<file path="config.mk">
export PLATFORM = sky130hd
export DESIGN_NAME = fipo_byte_serializer_flat
export DESIGN_NICKNAME = d
export VERILOG_FILES = /design/src/rtl/rsnn_pkg.sv /design/src/rtl/fipo_byte_serializer_if.sv /design/src/rtl/fipo_ack_checker.sv /design/src/rtl/fipo_byte_serializer.sv /design/src/flat_wrapper.sv
export SDC_FILE = /design/constraint.sdc
export NUM_CORES = 1
export LEC_CHECK = 0
export CAP_MARGIN = 20
export CORE_MARGIN = 2
export CORE_UTILIZATION = 40
export CTS_CLUSTER_DIAMETER = 30
export CTS_CLUSTER_SIZE = 10
export DETAILED_ROUTE_END_ITERATION = 8
export GPL_TIMING_DRIVEN = 0
export HOLD_SLACK_MARGIN = 0.02
export PLACE_DENSITY = 0.64
export SYNTH_ARGS = -nofsm -noshare
export SYNTH_HDL_FRONTEND = slang
export SYNTH_SLANG_ARGS = --single-unit
export TNS_END_PERCENT = 5
</file>
<file path="constraint.sdc">
create_clock -name clk -period 2.4 [get_ports clk]
set_input_delay 0.48 -clock clk [delete_from_list [all_inputs] [get_ports clk]]
set_output_delay 0.48 -clock clk [all_outputs]
set_load 0.005 [all_outputs]
</file>
<file path="src/rtl/rsnn_pkg.sv">
// Shared constants and FSM state type for the RSNN weight-memory feeder.
package rsnn_pkg;

  localparam int FRAME_BITS  = 312;
  localparam int BYTE_W      = 8;
  localparam int CNT_W       = 9;
  localparam int FRAME_BYTES = FRAME_BITS / BYTE_W;
  localparam int BIT_W       = $clog2(BYTE_W);

  typedef enum logic [1:0] {
    IDLE  = 2'd0,
    SHIFT = 2'd1,
    FLUSH = 2'd2,
    CHECK = 2'd3
  } fsm_state_e;

  function automatic logic frame_full(input logic [CNT_W-1:0] cnt);
    return (cnt == CNT_W'(FRAME_BITS));
  endfunction

endpackage

</file>
<file path="src/rtl/fipo_byte_serializer_if.sv">
// Byte-strobe input bus plus the serial link to the SIPO weight memory.
interface fipo_byte_serializer_if;
  import rsnn_pkg::*;

  logic [BYTE_W-1:0] byte_in;
  logic              byte_strobe;
  logic              ready;
  logic              serial_out;
  logic              mem_enable;
  logic              mem_data_written;
  logic              mem_end_writing;

  modport master (
    output byte_in, byte_strobe, mem_data_written, mem_end_writing,
    input  ready, serial_out, mem_enable
  );

  modport slave (
    input  byte_in, byte_strobe, mem_data_written, mem_end_writing,
    output ready, serial_out, mem_enable
  );

endinterface

</file>
<file path="src/rtl/fipo_ack_checker.sv">
// Compares memory acknowledges against what the serializer drove one cycle earlier;
// emits single-cycle error/confirm pulses for the top to register.
module fipo_ack_checker
  import rsnn_pkg::*;
(
  input  logic clk,
  input  logic rst,
  input  logic shift_active,
  input  logic check_active,
  input  logic mem_data_written,
  input  logic mem_end_writing,
  output logic ack_err,
  output logic end_ok,
  output logic end_err
);

  logic en_d_r;

  // Delayed copy of "a frame bit was written", which is when data_written is due.
  always_ff @(posedge clk) begin
    if (!rst) begin
      en_d_r <= 1'b0;
    end else begin
      en_d_r <= shift_active;
    end
  end

  // data_written must track en_d_r exactly: missing or unexpected is an error.
  always_comb begin
    ack_err = en_d_r ? ~mem_data_written : mem_data_written;
    end_ok  = check_active & mem_end_writing;
    end_err = check_active & ~mem_end_writing;
  end

endmodule

</file>
<file path="src/rtl/fipo_byte_serializer.sv">
// Serializes strobed bytes LSB-first into the 312-bit SIPO weight memory,
// adds the rewind enable cycle and watches the memory's acknowledges.
module fipo_byte_serializer
  import rsnn_pkg::*;
(
  input  logic                 clk,
  input  logic                 rst,
  fipo_byte_serializer_if.slave bus,
  output logic                 frame_done,
  output logic                 overrun,
  output logic                 link_error,
  output logic [CNT_W-1:0]     bits_sent
);

  fsm_state_e        state_r, state_s;
  logic [BYTE_W-1:0] shift_r, shift_s;
  logic [BIT_W-1:0]  bit_cnt_r, bit_cnt_s;
  logic [CNT_W-1:0]  bits_sent_r, bits_sent_s;
  logic              ready_r, serial_out_r, mem_enable_r;
  logic              frame_done_r, overrun_r, link_error_r;
  logic              ack_err_s, end_ok_s, end_err_s;

  fipo_ack_checker u_ack (
    .clk              (clk),
    .rst              (rst),
    .shift_active     (state_r == SHIFT),
    .check_active     (state_r == CHECK),
    .mem_data_written (bus.mem_data_written),
    .mem_end_writing  (bus.mem_end_writing),
    .ack_err          (ack_err_s),
    .end_ok           (end_ok_s),
    .end_err          (end_err_s)
  );

  // Next-state, shifter and counter update.
  always_comb begin
    state_s     = state_r;
    shift_s     = shift_r;
    bit_cnt_s   = bit_cnt_r;
    bits_sent_s = bits_sent_r;
    case (state_r)
      IDLE: begin
        if (bus.byte_strobe && ready_r) begin
          state_s   = SHIFT;
          shift_s   = bus.byte_in;
          bit_cnt_s = {BIT_W{1'b0}};
        end else begin
          state_s = IDLE;
        end
      end
      SHIFT: begin
        shift_s     = shift_r >> 1;
        bit_cnt_s   = bit_cnt_r + BIT_W'(1);
        bits_sent_s = bits_sent_r + CNT_W'(1);
        if (bit_cnt_r == BIT_W'(BYTE_W - 1)) begin
          state_s = frame_full(bits_sent_s) ? FLUSH : IDLE;
        end else begin
          state_s = SHIFT;
        end
      end
      FLUSH: begin
        state_s = CHECK;
      end
      CHECK: begin
        state_s     = IDLE;
        bits_sent_s = {CNT_W{1'b0}};
      end
      default: begin
        state_s     = IDLE;
        shift_s     = {BYTE_W{1'b0}};
        bit_cnt_s   = {BIT_W{1'b0}};
        bits_sent_s = {CNT_W{1'b0}};
      end
    endcase
  end

  // State and registered outputs; outputs are derived from the next state so they line up with it.
  always_ff @(posedge clk) begin
    if (!rst) begin
      state_r      <= IDLE;
      shift_r      <= {BYTE_W{1'b0}};
      bit_cnt_r    <= {BIT_W{1'b0}};
      bits_sent_r  <= {CNT_W{1'b0}};
      ready_r      <= 1'b1;
      serial_out_r <= 1'b0;
      mem_enable_r <= 1'b0;
      frame_done_r <= 1'b0;
      overrun_r    <= 1'b0;
      link_error_r <= 1'b0;
    end else begin
      state_r      <= state_s;
      shift_r      <= shift_s;
      bit_cnt_r    <= bit_cnt_s;
      bits_sent_r  <= bits_sent_s;
      ready_r      <= (state_s == IDLE);
      serial_out_r <= (state_s == SHIFT) ? shift_s[0] : 1'b0;
      mem_enable_r <= (state_s == SHIFT) || (state_s == FLUSH);
      frame_done_r <= end_ok_s;
      overrun_r    <= overrun_r | (bus.byte_strobe & ~ready_r);
      link_error_r <= link_error_r | ack_err_s | end_err_s;
    end
  end

  assign bus.ready      = ready_r;
  assign bus.serial_out = serial_out_r;
  assign bus.mem_enable = mem_enable_r;
  assign frame_done     = frame_done_r;
  assign overrun        = overrun_r;
  assign link_error     = link_error_r;
  assign bits_sent      = bits_sent_r;

endmodule

</file>
<file path="src/flat_wrapper.sv">
// flat-port wrapper written by rule: the top's interface ports become plain ports
module fipo_byte_serializer_flat import rsnn_pkg::*;
  (clk, rst, frame_done, overrun, link_error, bits_sent, bus_byte_in, bus_byte_strobe, bus_mem_data_written, bus_mem_end_writing, bus_ready, bus_serial_out, bus_mem_enable);
  fipo_byte_serializer_if bus_i ();
  input  logic clk;
  input  logic rst;
  output logic frame_done;
  output logic overrun;
  output logic link_error;
  output logic [CNT_W-1:0] bits_sent;
  input wire logic [$bits(bus_i.byte_in)-1:0] bus_byte_in;
  input wire logic [$bits(bus_i.byte_strobe)-1:0] bus_byte_strobe;
  input wire logic [$bits(bus_i.mem_data_written)-1:0] bus_mem_data_written;
  input wire logic [$bits(bus_i.mem_end_writing)-1:0] bus_mem_end_writing;
  output wire logic [$bits(bus_i.ready)-1:0] bus_ready;
  output wire logic [$bits(bus_i.serial_out)-1:0] bus_serial_out;
  output wire logic [$bits(bus_i.mem_enable)-1:0] bus_mem_enable;
  assign bus_i.byte_in = bus_byte_in;
  assign bus_i.byte_strobe = bus_byte_strobe;
  assign bus_i.mem_data_written = bus_mem_data_written;
  assign bus_i.mem_end_writing = bus_mem_end_writing;
  assign bus_ready = bus_i.ready;
  assign bus_serial_out = bus_i.serial_out;
  assign bus_mem_enable = bus_i.mem_enable;
  fipo_byte_serializer u_core (.clk(clk), .rst(rst), .bus(bus_i), .frame_done(frame_done), .overrun(overrun), .link_error(link_error), .bits_sent(bits_sent));
endmodule
</file>
After elaboration in Yosys (flattened, before gate mapping):

Cells that the tools add are included.

* add/subtract/negate cells: 2
* multipliers: 0
* div/mod/pow operators: 0
* magnitude comparators: 0
* equality and inequality tests: 8
* shift-type cells: 0
* muxes and demuxes: 10
* bitwise gates (word level): 9
* reductions and logical operators: 8

Operators with widths (count)
* case mux 9 bit (2 select lines): 1
* case mux 8 bit (2 select lines): 1
* adder 9 x 1 -> 9 bit (second input constant): 1
* == test 9 bit (second input constant): 1
* 2-to-1 mux 8 bit: 1
* case mux 2 bit (4 select lines): 1
* == test 2 bit (second input constant): 3
* case mux 3 bit (2 select lines): 1
* == test 2 x 1 -> 1 bit (second input constant): 2
* logical NOT 2 bit: 2
* 2-to-1 mux 2 bit: 2
* AND reduction 2 bit: 2
* nonzero test 2 bit: 2
* adder 3 x 1 -> 3 bit (second input constant): 1
* AND 1 bit: 3
* == test 3 bit (second input constant): 1
* 2-to-1 mux 3 bit: 1
* inverter 1 bit: 3
* bitwise OR 1 bit: 3
* 2-to-1 mux 1 bit: 2
* != test 2 x 1 -> 1 bit (second input constant): 1
* logical AND 1 bit: 1
* logical OR 1 bit: 1

* register bits: 29
* bits in latches: 0
* memory bits (writable): 0
* bits in read-only memories: 0
* memories: 0

Depth between registers and ports, before layout:

* word-level depth: 7
* depth in mapped cells: 7

By module:

Synthesis repeated with hierarchy kept, for this count alone.

* cell total of the unflattened synthesis: 149
* area total of the unflattened synthesis: 1380.1 µm²

Modules (own cells, without submodules)
* fipo_byte_serializer: instances 1, cells an instance 144, area an instance 1328.8 µm², seq. area each 560.5 µm²
* fipo_ack_checker: instances 1, cells an instance 5, area an instance 51.3 µm², seq. area each 20.0 µm²

Worst setup path after synthesis:

OpenSTA, ideal clock, no wires.

* path kind: register to register
* start: reg u_core.bits_sent_r[0] (netlist: u_core.bits_sent[0])
* end: reg u_core.mem_enable_r (netlist: u_core.bus.mem_enable)
* library setup time: 0.065 ns
* arrival: 1.796 ns
* setup slack: 0.538 ns
* stages on the path, launching flop included: 8
* buffers on the path: 0
* period minus slack after synthesis: 1.862 ns
* path through: dfxtp_1 > ha_1 > nand2_1 > o21a_1 > nor4_2 > a31oi_1 > ha_1 > nor2b_1

* word-level cells in the longest chain between the ends: 7
* elaborated cells on any way between the ends: 8

RTL lines
* start: declaration: RTL line fipo_byte_serializer.sv:18 `logic [CNT_W-1:0] bits_sent_r, bits_sent_s;`
* start signal: assignment: RTL line fipo_byte_serializer.sv:83 `bits_sent_r <= {CNT_W{1'b0}};`
* start signal: assignment: RTL line fipo_byte_serializer.sv:94 `bits_sent_r <= bits_sent_s;`
* adder 9 x 1 -> 9 bit (*): RTL line fipo_byte_serializer.sv:54 `bits_sent_s = bits_sent_r + CNT_W'(1);`
* == test 9 bit (*): RTL line rsnn_pkg.sv:18 `return (cnt == CNT_W'(FRAME_BITS));`
* 2-to-1 mux 2 bit (*): RTL line fipo_byte_serializer.sv:56 `state_s = frame_full(bits_sent_s) ? FLUSH : IDLE;`
* 2-to-1 mux 2 bit (*): RTL line fipo_byte_serializer.sv:55 `if (bit_cnt_r == BIT_W'(BYTE_W - 1)) begin`
* case mux 2 bit (4 select lines) (*): RTL line fipo_byte_serializer.sv:41 `case (state_r)`
* == test 2 x 1 -> 1 bit or == test 2 bit (tied branches): RTL line fipo_byte_serializer.sv:97 `mem_enable_r <= (state_s == SHIFT) || (state_s == FLUSH);`
* logical OR 1 bit (*): RTL line fipo_byte_serializer.sv:97
* end signal: assignment: RTL line fipo_byte_serializer.sv:97
* end: declaration: RTL line fipo_byte_serializer.sv:19 `logic ready_r, serial_out_r, mem_enable_r;`

Mark *: on every way between the ends. The rest lies on a longest branch, timed or not.
A chain may end at the register's enable or synchronous reset.

Final worst setup path:

Same ends and word-level chain as after synthesis.

==> results.toml <==
[placed_design]
dpl.hpwl_um = 2350
gp_congestion = 0.799
post-place-ws_ns = 0.267
portBuffers = 27
dp_cells = 230

[drt]
num_vias = 1266
via_per_inst = 5.36
wl_per_cell_um = 13.5
postRouteAntennaNets = 0
drtIter0Drc = 60
routed_wl_um = 3200
drt_drc_violations_left = 0
dr.pass1.iters = 4

[final_layout]
drive_gt1_frac = 0.0737
final_common_cell = "dfxtp_1"
antenna_cells = 0
layout_common_cells = "29 x dfxtp_1, 27 x clkdlybuf4s50_1, 18 x nor2_1"
fillers = 341
area_growth_pct = 26.6
design.final.nets = 210
fin_cells = 236

[clocking]
clk_latency_ns = 0.33
tritoncts = "built"
cts_root_buffer = "clkbuf_4"
cts.repair.resized = 0
cts_sinks = 29
cts_buffers = 5
clockBufferDepth = 2
cts_hold_buf = 0
post_cts_buffers = 0
clk_pin_slew_ns = 0.09
cts_max_level = 2

[floorplan]
die_w_um = 63.0
initial_core_util = 0.417
io_pins = 28
die_area_um2 = 3970
core_area_um2 = 3340
rows = 21
die_h_um = 63.0

[sta]
setup_viol = 0
drv_slew = 0
hold_viol = 0
min_period_over_period = 0.906
finClkSkew_ns = 0.00447
worst_slew_pin_slew_ns = 0.502
worst_slack_ns = 0.225
period_needed_ns = 2.17
max-slew-margin-rel = 0.666
setup_tns_ns = 0
fmax_mhz = 460
grt_setup_unrepaired = "no"

[logic_synthesis]
syn_inst = 157
synth-seq-cells = 29
synth_edf_count = 0
ys.flop_type = "dfxtp_1"
synth-seq-area-share = 0.417
syn_area_per_cell_um2 = 8.87
ys_warn_count = 0
syn_area_um2 = 1390
synthesis.nets = 176
ys_types = 36
synth-async-reset-ratio = 0

[critical_path]
r2r_end = "u_core.bus.mem_enable"
critical_path_arrival_ns = 2.45
worstReg2RegStart = "u_core.bits_sent[0]"
path_buf_inv = 0
path_cells = "ha_1 -> nand2_1 -> o21a_1 -> nor4_2 -> a31oi_1 -> ha_1 -> nor2b_1"
critPathKind = "reg -> reg"
end_kind = "flop"
crit_top_cell = "ha_1"
crit_fanout = 7
reg2reg_depth = 7
critPathRequiredTime_ns = 2.67
crit_family = "adder cells"
cp-start-kind = "flop"
critPathMaxStageDelay_ns = 0.44
crit_slowest_cell = "dfxtp_1"
worst-r2r-setup-slack_ns = 0.23

[worst_hold_path]
hp-class = "reg -> reg"
min_to = "u_core.overrun"
hold_depth = 1
min_from = "u_core.overrun"

[global_routing]
antenna_found_initial = 0
grt_pass1_vias = 1197
grt_max_degree = 11
grt_pass1_wl_um = 5690
grt_use_total = 0.184
gr-total-overflow = 0

[power]
p_per_area_nw_per_um2 = 539
leakagePower_nw = 0.641
peakVddDrop_uv = 322

[outcome]
status = "completed"

[job]
maxCapViolations = 0
## metal layers
layer / wire length, um / GRT usage / share of wire / vias to the layer above
li1: - / - / - / 632
met3: 181 / 0.0577 / 0.057 / 7
met5: 0 / 0 / 0 / -
met1: 1480 / 0.224 / 0.46 / 586
met4: 61 / 0.0833 / 0.019 / 0
met2: 1480 / 0.295 / 0.46 / 41
## synthesized netlist by cell type (2+ instances only)
cell type / instances / area share
dfxtp_1: 29 / 0.42
nor2_1: 18 / 0.049
nand2_1: 8 / 0.022
nor2b_1: 8 / 0.036
o21ai_0: 8 / 0.029
a21boi_0: 7 / 0.038
and2_1: 7 / 0.031
ha_1: 6 / 0.054
o221ai_1: 6 / 0.038
clkbuf_1: 5 / 0.013
nand4_1: 5 / 0.022
o21a_1: 5 / 0.027
nand3_1: 4 / 0.014
a21oi_1: 3 / 0.011
a22oi_1: 3 / 0.016
a31oi_1: 3 / 0.013
buf_4: 3 / 0.016
nand2b_1: 3 / 0.013
xnor2_1: 3 / 0.019
buf_2: 2 / 0.0072
inv_1: 2 / 0.0054
mux2i_1: 2 / 0.014
nor3_1: 2 / 0.0072
nor4_1: 2 / 0.0090
o21bai_1: 2 / 0.011
## sequential cells by signal, indices dropped and copies added (netlist names)
register,cells
u_core.bits_sent,9
u_core.state_r,2
u_core.shift_r,8
u_core.u_ack.en_d_r,1
u_core.bus.ready,1
u_core.bus.serial_out,1
u_core.bit_cnt_r,3
u_core.frame_done,1
u_core.bus.mem_enable,1
u_core.overrun,1
u_core.link_error,1
## worst register-to-register path: stages, from the launching register on
cell     delay [ns]
dfxtp_1        0.44
ha_1           0.34
nand2_1        0.16
o21a_1         0.21
nor4_2         0.32
a31oi_1        0.21
ha_1           0.32
nor2b_1        0.10
## kinds of logic (layout without fill, tap and decap cells)
logic type,Yosys count,in the layout,share of synthesized area
multiplexers,2,2,0.0144
buffers and inverters,12,45,0.0422
AND/OR/NAND/NOR,62,62,0.235
flip-flops,29,29,0.417
XOR/XNOR,3,3,0.0189
adder cells (fa/ha/maj),6,6,0.0539
AO/OA/AOI/OAI,43,43,0.219
## cell type report
class / count / area (um^2) / area share
multi-input combinational: 116 / 753 / 0.427
sequential: 29 / 581 / 0.329
timing repair buffer: 27 / 270 / 0.153
tap: 46 / 57.6 / 0.0326
buffer: 10 / 51.3 / 0.0291
clock buffer: 5 / 37.5 / 0.0213
inverter: 2 / 7.51 / 0.00426
clock inverter: 1 / 5.00 / 0.00284
## stage by stage
step | hold slack (ns) | power [W] | area [um^2] | util
2_1_floorplan | 0.440 | 0.000623 | 1390 | -
3_3_place_gp | 0.447 | 0.000686 | 1720 | 0.516
3_5_place_dp | 0.453 | 0.000691 | 1720 | 0.516
4_1_cts | 0.473 | 0.000958 | 1760 | 0.528
5_1_grt | 0.509 | 0.00101 | 1760 | 0.528
6_report | 0.469 | 0.000950 | 1760 | 0.528
## power by group
| part | switching, W | internal, W |
|---|---|---|
| Sequential | 0.0000214 | 0.000512 |
| Combinational | 0.0000697 | 0.0000761 |
| Clock | 0.000170 | 0.000101 |
## worst max path at each step
| stage | start | endpoint | slack, ns | cells after the start |
|---|---|---|---|---|
| 3_5_place_dp | u_core.bits_sent[0] | u_core.bus.mem_enable | 0.27 | 7 |
| 4_1_cts | u_core.bits_sent[0] | u_core.bus.mem_enable | 0.23 | 7 |
| 2_1_floorplan | u_core.bits_sent[0] | u_core.bus.mem_enable | 0.54 | 7 |
| 5_1_grt | u_core.bits_sent[0] | u_core.bus.mem_enable | 0.07 | 7 |
| 3_3_place_gp | u_core.bits_sent[0] | u_core.bus.mem_enable | 0.30 | 7 |
| 6_report | u_core.bits_sent[0] | u_core.bus.mem_enable | 0.23 | 7 |
Note: power is estimated with default switching activity, not from simulation.
